$ cat config.mk
export PLATFORM = sky130hd
export DESIGN_NAME = mod_counter
export DESIGN_NICKNAME = d
export VERILOG_FILES = /design/src/rtl/mod_counter_pkg.sv /design/src/rtl/mod_counter_step_prescaler.sv /design/src/rtl/mod_counter.sv
export SDC_FILE = /design/constraint.sdc
export NUM_CORES = 1
export LEC_CHECK = 0
export ABC_AREA = 0
export CORE_ASPECT_RATIO = 1.5
export CORE_UTILIZATION = 53
export DETAILED_ROUTE_END_ITERATION = 10
export PLACE_DENSITY = 0.87
export SLEW_MARGIN = 0
export SYNTH_ARGS = -nofsm -noshare
export SYNTH_HDL_FRONTEND = slang
export SYNTH_SLANG_ARGS = --single-unit
export TNS_END_PERCENT = 50
$ cat constraint.sdc
create_clock -name i_clk -period 3.6 [get_ports i_clk]
set_clock_uncertainty 0.05 [all_clocks]
set_input_delay 0.72 -clock i_clk [delete_from_list [all_inputs] [get_ports i_clk]]
set_output_delay 0.72 -clock i_clk [all_outputs]
set_load 0.01 [all_outputs]
$ cat src/rtl/mod_counter_pkg.sv
// ---------------------------------------------------------------------------
// mod_counter_pkg
// Shared encodings for the modulus counter and its prescaler.
//   DIR_UP / DIR_DOWN   : meaning of the i_dir input
//   POL_WRAP / POL_SAT  : meaning of the i_sat input (boundary policy)
// ---------------------------------------------------------------------------
package mod_counter_pkg;

  // Count direction selected by i_dir
  localparam logic DIR_UP   = 1'b0;
  localparam logic DIR_DOWN = 1'b1;

  // Boundary policy selected by i_sat
  localparam logic POL_WRAP = 1'b0;
  localparam logic POL_SAT  = 1'b1;

endpackage : mod_counter_pkg

$ cat src/rtl/mod_counter_step_prescaler.sv
// ---------------------------------------------------------------------------
// step_prescaler
// Integer prescaler that turns enabled cycles into step events.
// A tick is produced on every (div+1)-th enabled cycle.
// Ports:
//   i_clk   : clock, rising edge
//   i_rst   : synchronous active-high reset
//   i_en    : enable; the prescaler only advances while high
//   i_clr   : synchronous restart of the prescaler (driven by the counter load)
//   i_div   : divide value; tick every i_div+1 enabled cycles
//   o_tick  : combinational; high when this edge is a step event
// ---------------------------------------------------------------------------
module step_prescaler
  import mod_counter_pkg::*;
#(
  parameter int DIV_W = 4
) (
  input  logic             i_clk,
  input  logic             i_rst,
  input  logic             i_en,
  input  logic             i_clr,
  input  logic [DIV_W-1:0] i_div,
  output logic             o_tick
);

  logic [DIV_W-1:0] r_phase;
  logic             w_tick;

  // The >= compare (rather than ==) means that lowering i_div below the
  // current phase fires an event on the next enabled edge instead of
  // running the phase all the way around the register.
  always_comb begin
    w_tick = i_en && (r_phase >= i_div);
  end

  assign o_tick = w_tick;

  // Phase register: restarts on reset or load, holds while disabled,
  // returns to zero on each event. r_phase < i_div whenever it increments,
  // so the +1 never overflows.
  always_ff @(posedge i_clk) begin
    if (i_rst || i_clr) begin
      r_phase <= '0;
    end else if (i_en) begin
      if (w_tick) begin
        r_phase <= '0;
      end else begin
        r_phase <= r_phase + 1'b1;
      end
    end
  end

endmodule : step_prescaler

$ cat src/rtl/mod_counter.sv
// ---------------------------------------------------------------------------
// mod_counter
// Parametrised up/down modulus counter with load, wrap/saturate policy,
// step prescaler, terminal-count pulse and sticky overflow/underflow flags.
// Ports:
//   i_clk        : clock, rising edge
//   i_rst        : synchronous active-high reset (overrides everything)
//   i_en         : count enable, gates the prescaler
//   i_load       : overwrite request (beats a step event)
//   i_load_data  : value to load, clamped to i_limit
//   i_dir        : 0 = up, 1 = down
//   i_sat        : 0 = wrap at boundary, 1 = saturate at boundary
//   i_limit      : maximum count value (modulus - 1)
//   i_div        : step event every i_div+1 enabled cycles
//   i_flag_clr   : clears o_ovf / o_udf (a same-edge set wins)
//   o_count      : current count
//   o_step       : one-cycle pulse, a step event was processed
//   o_tc         : one-cycle pulse, that step event hit a boundary
//   o_ovf        : sticky, an up-step happened at or above i_limit
//   o_udf        : sticky, a down-step happened at zero
// ---------------------------------------------------------------------------
module mod_counter
  import mod_counter_pkg::*;
#(
  parameter int WIDTH = 8,
  parameter int DIV_W = 4
) (
  input  logic             i_clk,
  input  logic             i_rst,
  input  logic             i_en,
  input  logic             i_load,
  input  logic [WIDTH-1:0] i_load_data,
  input  logic             i_dir,
  input  logic             i_sat,
  input  logic [WIDTH-1:0] i_limit,
  input  logic [DIV_W-1:0] i_div,
  input  logic             i_flag_clr,
  output logic [WIDTH-1:0] o_count,
  output logic             o_step,
  output logic             o_tc,
  output logic             o_ovf,
  output logic             o_udf
);

  logic [WIDTH-1:0] r_count;
  logic             r_step;
  logic             r_tc;
  logic             r_ovf;
  logic             r_udf;

  logic             w_tick;
  logic [WIDTH-1:0] w_nextCount;
  logic [WIDTH-1:0] w_downVal;
  logic [WIDTH-1:0] w_loadVal;
  logic             w_boundary;
  logic             w_ovfSet;
  logic             w_udfSet;

  // The prescaler restarts whenever a load is accepted, so the first
  // step after a load always waits a full div+1 enabled cycles.
  step_prescaler #(
    .DIV_W (DIV_W)
  ) u_prescaler (
    .i_clk  (i_clk),
    .i_rst  (i_rst),
    .i_en   (i_en),
    .i_clr  (i_load),
    .i_div  (i_div),
    .o_tick (w_tick)
  );

  // Loaded values never exceed the modulus.
  always_comb begin
    w_loadVal = (i_load_data > i_limit) ? i_limit : i_load_data;
  end

  // Next count for a step event, plus which boundary (if any) it hit.
  // A count above i_limit only appears after i_limit was lowered at run
  // time: going up it is treated as a boundary, going down the result is
  // pulled back inside the modulus.
  always_comb begin
    w_nextCount = r_count;
    w_downVal   = r_count - 1'b1;
    w_boundary  = 1'b0;
    w_ovfSet    = 1'b0;
    w_udfSet    = 1'b0;
    if (i_dir == DIR_UP) begin
      if (r_count < i_limit) begin
        w_nextCount = r_count + 1'b1;
      end else begin
        w_boundary  = 1'b1;
        w_ovfSet    = 1'b1;
        w_nextCount = (i_sat == POL_SAT) ? i_limit : '0;
      end
    end else begin
      if (r_count != '0) begin
        w_nextCount = (w_downVal > i_limit) ? i_limit : w_downVal;
      end else begin
        w_boundary  = 1'b1;
        w_udfSet    = 1'b1;
        w_nextCount = (i_sat == POL_SAT) ? '0 : i_limit;
      end
    end
  end

  // Count, pulses and flags. Priority is reset, then load, then a step
  // event. Flags are cleared by i_flag_clr unless the same edge sets them.
  always_ff @(posedge i_clk) begin
    if (i_rst) begin
      r_count <= '0;
      r_step  <= 1'b0;
      r_tc    <= 1'b0;
      r_ovf   <= 1'b0;
      r_udf   <= 1'b0;
    end else if (i_load) begin
      r_count <= w_loadVal;
      r_step  <= 1'b0;
      r_tc    <= 1'b0;
      r_ovf   <= r_ovf & ~i_flag_clr;
      r_udf   <= r_udf & ~i_flag_clr;
    end else begin
      if (w_tick) begin
        r_count <= w_nextCount;
      end
      r_step <= w_tick;
      r_tc   <= w_tick & w_boundary;
      r_ovf  <= (w_tick & w_ovfSet) | (r_ovf & ~i_flag_clr);
      r_udf  <= (w_tick & w_udfSet) | (r_udf & ~i_flag_clr);
    end
  end

  assign o_count = r_count;
  assign o_step  = r_step;
  assign o_tc    = r_tc;
  assign o_ovf   = r_ovf;
  assign o_udf   = r_udf;

endmodule : mod_counter

==> metrics <==
post-synth cell types 52; H-Tree Depth 1; gr usage total 0.332; Multi-input gate area 1580 µm²; number of max-cap violations 0; Iteration-0 DRC Markers 122; register area 320 µm²; Final Max Slew Viols 0; clock buffer depth 2; reg2reg start o_count[5]; number of port buffers 38; Worst Path Arrival 3.50 ns; fill cell count about 320; post-DP HPWL 4.86 mm; Core Box Area 3650 µm²; Mapped Area ~2000 µm²; Metal-1 WL roughly 2.3 mm; met2 wire length between 3 and 4 mm; DR pass1 iterations 4; CTS tree built; pwr dens approximately 360 nW/µm²; most frequent cells in the layout 38 x clkdlybuf4s50_1, 32 x ha_1, 22 x nand2_1, 20 x inv_1, 17 x nor2_1; post-synthesis sequential area ratio 0.159; WL final a little over 6 mm; Largest stage delay, worst path 0.55 ns; worst skew pair latency 0.26 ns; worst min path class reg -> reg; Yosys warning count 0; clock slew at reported path FFs 0.07 ns; Final Cell Area 2520 µm²; Max stage delay cell, worst path or4_4; I/O pin cnt 39; Residual DRC 0; CP Cell Sequence or4_4, or2_2, or3_1, nand2_1, ha_1, and4_1, a21oi_1, nand3_2, a31o_4, a221oi_1, o221ai_1; Root Buffer clkbuf_8; number of synthesized flops with an enable pin 0; setup bufs post-CTS 0; Post-CTS Hold Fix Bufs 0; Fin Hold WS 0.412 ns; num rows 27; outcome completed; Final Setup Violations 0; WL met3 408 µm; critical path class reg -> reg; CP required 3.68 ns; Placer Congestion 0.945; DR WL/cell 18.8 µm; Slew HR 0.625; TNS Setup 0 ns; syn_nets 308; largest net degree at the start of global routing 14; share of cells above drive strength 1 0.0729; Detail Route Antenna Nets 0; DR top layer met4; via/cell ratio ~6.6; area grow syn2layout 25.5%; DP Worst Slack 0.163 ns; nets@finish 348; VDD IR-drop max 0.000267 V; Fin. Hold Viols 0; Vias about 2,200; CTS sink count 16; Die Height just under 80 µm; register bit total from synthesis 16; die area 4050 µm²; GRT overflow 0; CP startpoint o_count[5]; Main synth FF type dfxtp_1; commonest non-fill, non-tap cell in the layout clkdlybuf4s50_1; HP Start o_ovf; Final WS setup 0.184 ns; CTS Buf Count 3; initial antenna violation count 0; Startpoint Class flip-flop; Crit Path Max Fanout 8; n_diodes 0; first-pass GRT wire length around 10 mm; leak pwr 0.00115 µW; Achievable Freq between 200 and 300 MHz; Cell Area, Placed 2440 µm²; Starting Density 0.551; Final Critical Period between 3 and 4 ns; ys async rst share 0; kind of end point of the critical path flip-flop; RSZ-0062 raised after global routing no; die width 52.3 µm; Slew @ Worst Pin 0.560 ns; Cells after Synth approximately 250; final cycle utilization of the critical path 0.949; vias in the first global route 2,251; average instance area after synthesis 8.07 µm²
[sequential cells by signal (all words and copies together) (netlist names)]
signal,count
o_udf,1
o_ovf,1
u_prescaler.r_phase,4
o_step,1
o_tc,1
o_count,8
[stage by stage]
step                      instances  total power, µW  utilization
after detailed placement        327              708        0.669
after global placement          327              696        0.669
after global routing            331              963        0.691
after CTS                       331              877        0.684
after floorplan                 249              545            -
final                           331              909        0.691
[critical path: cells and delay by family (launching register included)]
family | cells | cell delay [ns]
simple gates | 6 | 1.61
compound gates | 4 | 0.99
flops | 1 | 0.40
fa+ha+maj | 1 | 0.23
[power by group]
part | internal, µW | switching, µW
Sequential | 191 | 23.3
Combinational | 240 | 286
Clock | 97.4 | 70.9
[per-layer routing]
layer	up-vias	track usage
met5	-	0
met4	0	0.239
met3	44	0.0569
met2	117	0.572
met1	994	0.345
li1	1023	-
[synthesized netlist by cell type (all sizes together) (7+ instances only)]
cell     n  area (µm²)
ha      32         400
nand2   22        82.6
inv     20        75.1
nor2    17        63.8
dfxtp   16         320
a21oi   12        60.1
mux2i   12         120
o211ai   9        67.6
a21o     7        52.6
xnor2    7        61.3
xor2     7        61.3
[cell type report]
cell class / instances / area share
inverter: 20 / 0.0298
multi-input combinational: 203 / 0.628
clock buffer: 4 / 0.0218
timing repair buffer: 45 / 0.172
sequential: 16 / 0.127
tap: 43 / 0.0213
[worst paths after layout]
path / cells past startpoint / endpoint / slack [ns]
max: 11 / o_count[1] / 0.18
min: 2 / o_ovf / 0.41
max reg2reg: 11 / o_count[1] / 0.18
min reg2reg: 2 / o_ovf / 0.41
[cells by family (layout without fill, tap and decap cells)]
family          after synthesis  in the layout  synth area share
simple gates                 76             76             0.193
compound gates               68             68             0.258
fa+ha+maj                    32             32             0.199
buf+inv                      30             69            0.0641
flops                        16             16             0.159
xor+xnor                     14             14            0.0610
mux                          13             13            0.0654
[timing repair]
action,4_1_cts,5_1_grt
gates resized for setup,0,5
endpoints found under the hold margin,0,0
endpoints found under the setup margin,0,5
No activity file was read; power rests on OpenSTA's default activity.
==> variant: new RTL, same settings <==
Reset style: asynchronous (`i_rst`), changed in one clocked block. Comments in the files are not updated.
--- a/src/rtl/mod_counter.sv
+++ b/src/rtl/mod_counter.sv
@@ -105,7 +105,7 @@
 
   // Count, pulses and flags. Priority is reset, then load, then a step
   // event. Flags are cleared by i_flag_clr unless the same edge sets them.
-  always_ff @(posedge i_clk) begin
+  always_ff @(posedge i_clk or posedge i_rst) begin
     if (i_rst) begin
       r_count <= '0;
       r_step  <= 1'b0;
Function: differs if i_rst is asserted again (counterexample within 4 cycles, from zero or initial values and one cycle with i_rst high); with i_rst held inactive, the same outputs for 10 cycles.
==> variant against the unedited design <==
First-iteration DRC count is 9.8% lower; worst setup slack better by 0.062 ns; power is 3.6% lower; utilization is 1.9 points higher; area after synthesis is 1.2% lower; routed wire length is 4.4% lower; cell area is 2.0% lower; largest power group unchanged; sequential cell count stayed put.
==> variant: results (changes against the unedited design) <==
| Metric | Value |
|---|---|
| WHS Path Cells | 2 (unchanged) |
| Fin nets | 340 (-2.3%) |
| Share of layout cells above drive strength 1 | 0.09286 (+0.01994) |
| Worst Hold End | u_prescaler.r_phase[3] |
| RD Place Congestion | 0.8994 (-4.8%) |
| Lkg Pwr | 1.110 nW (-3.8%) |
| Vias per Instance | 6.553 (-0.41%) |
| Met3 wire len | 421 µm (+3.2%) |
| Max_slew headroom | 0.4152 (-0.2101) |
| Status | complete, no violations |
| Worst vdd ir | 0.2499 mV (-6.4%) |
| Worst-path maximum fanout | 6 (-2) |
| Synth async-reset ratio | 0.7500 (+0.7500) |
| Detail Route met2 WL | 3.033 mm (-3.1%) |
| Vias in the first global route | 2107 (-6.4%) |
| Final Non-Filler Cells | 322 (-2.7%) |
| Crit path DAT | 3.45 ns (-0.05 ns) |
| HP Start | u_prescaler.r_phase[3] |
| Syn_area_per_cell | 8.303 µm² (+2.9%) |
| Worst Reg-to-Reg Cells | 11 (unchanged) |
| Routed metal-1 wire length | 2.079 mm (-8.2%) |
| Area share of the largest cell type after synthesis | 0.2018 (+0.002513) |
| Sequential share of the synthesized area | 0.1917 (+0.03227) |
| DR WL/cell | 18.48 µm (-1.7%) |
| Post-Syn Nets | 298 (-3.2%) |
| Post-place setup slack | 0.08065 ns (-0.08225 ns) |
| DRT Pass-1 Iters | 5 (+1) |
| Predominant post-synthesis flop cell | dfrtp_1 |
| First-pass GRT wire length | 9.515 mm (-5.0%) |
| Top cells by area, synth | ha_1, dfrtp_1, nand2_1 |
| Worst R2R Start | o_count[2] |
| Top post-synthesis cells by count | ha_1, nand2_1, inv_1 |
| Initial DRC count | 110 (-9.8%) |
| IO buf count | 38 (unchanged) |
| Total track usage | 0.3211 (-0.01103) |
| Largest net degree at the start of global routing | 18 (+4) |
| Dpl hpwl | 4.515 mm (-7.1%) |
| FF-to-FF setup slack | 0.25 ns (+0.06 ns) |
| Worst-Skew Late Latency | 0.26 ns (about the same) |
-- variant: cell count changes in the layout (fill, tap and decap cells not counted), moves of 6 or more --
cell,before,now
a21o_1,7,1
a21oi_1,11,18
dfrtp_1,0,12
dfxtp_1,16,4
mux2i_1,12,5
nand2_1,22,29
nand3_1,5,11
o211ai_1,9,2
-- variant: final cells by class --
| type | count | area, µm² |
|---|---|---|
| inverters | 23 | 86.33 |
| flip-flops and latches | 16 | 380.4 |
| well taps | 42 | 52.55 |
| fillers | 265 | 1011 |
| repair buffers | 48 | 455.4 |
| multi-input cells | 189 | 1440 |
| clock buffers | 4 | 55.05 |
-- variant: worst max path at each step --
stage	start	end	slack [ns]	depth (start not counted)
after global routing	o_count[0]	o_count[3]	0.05	11
after global placement	i_limit[7]	o_count[3]	0.25	10
after CTS	o_count[2]	o_count[3]	0.15	11
after detailed placement	i_limit[7]	o_count[3]	0.08	10
after floorplan	o_count[0]	o_count[3]	0.51	12
final	o_count[2]	o_count[3]	0.25	11
-- variant: what timing repair did --
action | in CTS | in global routing
hold buffers | 0 | 0
gates resized for setup | 0 | 2
endpoints found under the setup margin | 0 | 6
buffers inserted | 0 | 0
-- variant: logic make-up after synthesis --
family                     count (synthesis)  synth area share
muxes                                      7           0.03657
DFF                                       16            0.1917
adders and majority gates                 32            0.2018
and+or+nand+nor                           76            0.1948
AOI/OAI and AO/OA                         59            0.2175
xor gates and xnor gates                  15           0.06621
buffers and inverters                     34           0.09142
-- variant: power by group --
| part | total [mW] | switching, mW | leakage [nW] | internal [mW] |
|---|---|---|---|---|
| registers | 0.227 | 0.0331 | 0.186 | 0.194 |
| logic | 0.476 | 0.259 | 0.895 | 0.217 |
| clock network | 0.174 | 0.0763 | 0.0288 | 0.0974 |
| total | 0.876 | 0.368 | 1.11 | 0.508 |
-- variant: layer usage --
layer,vias up,GRT usage
li1,950,-
met1,988,0.3337
met2,132,0.5423
met3,40,0.03571
met4,0,0.2730
met5,-,0
-- variant: critical path, stage by stage (launching register included) --
cell and delay, ns:
dfrtp_1 0.51, nor3_2 0.31, nor3b_1 0.27, xor2_1 0.22, ha_1 0.29, a21oi_1 0.15, o21ai_1 0.17, a2111oi_4 0.43
o22ai_2 0.19, and3_4 0.25, a222oi_1 0.29, nand3_1 0.11
-- variant: stage by stage --
stage / total power [mW] / hold WS (ns) / instance area [µm²]
5_1_grt: 0.9258 / 0.5167 / 2470
3_5_place_dp: 0.6733 / 0.4658 / 2397
2_1_floorplan: 0.5208 / 0.4330 / 1984
6_report: 0.8764 / 0.4797 / 2470
4_1_cts: 0.8496 / 0.4857 / 2452
3_3_place_gp: 0.6521 / 0.4630 / 2397
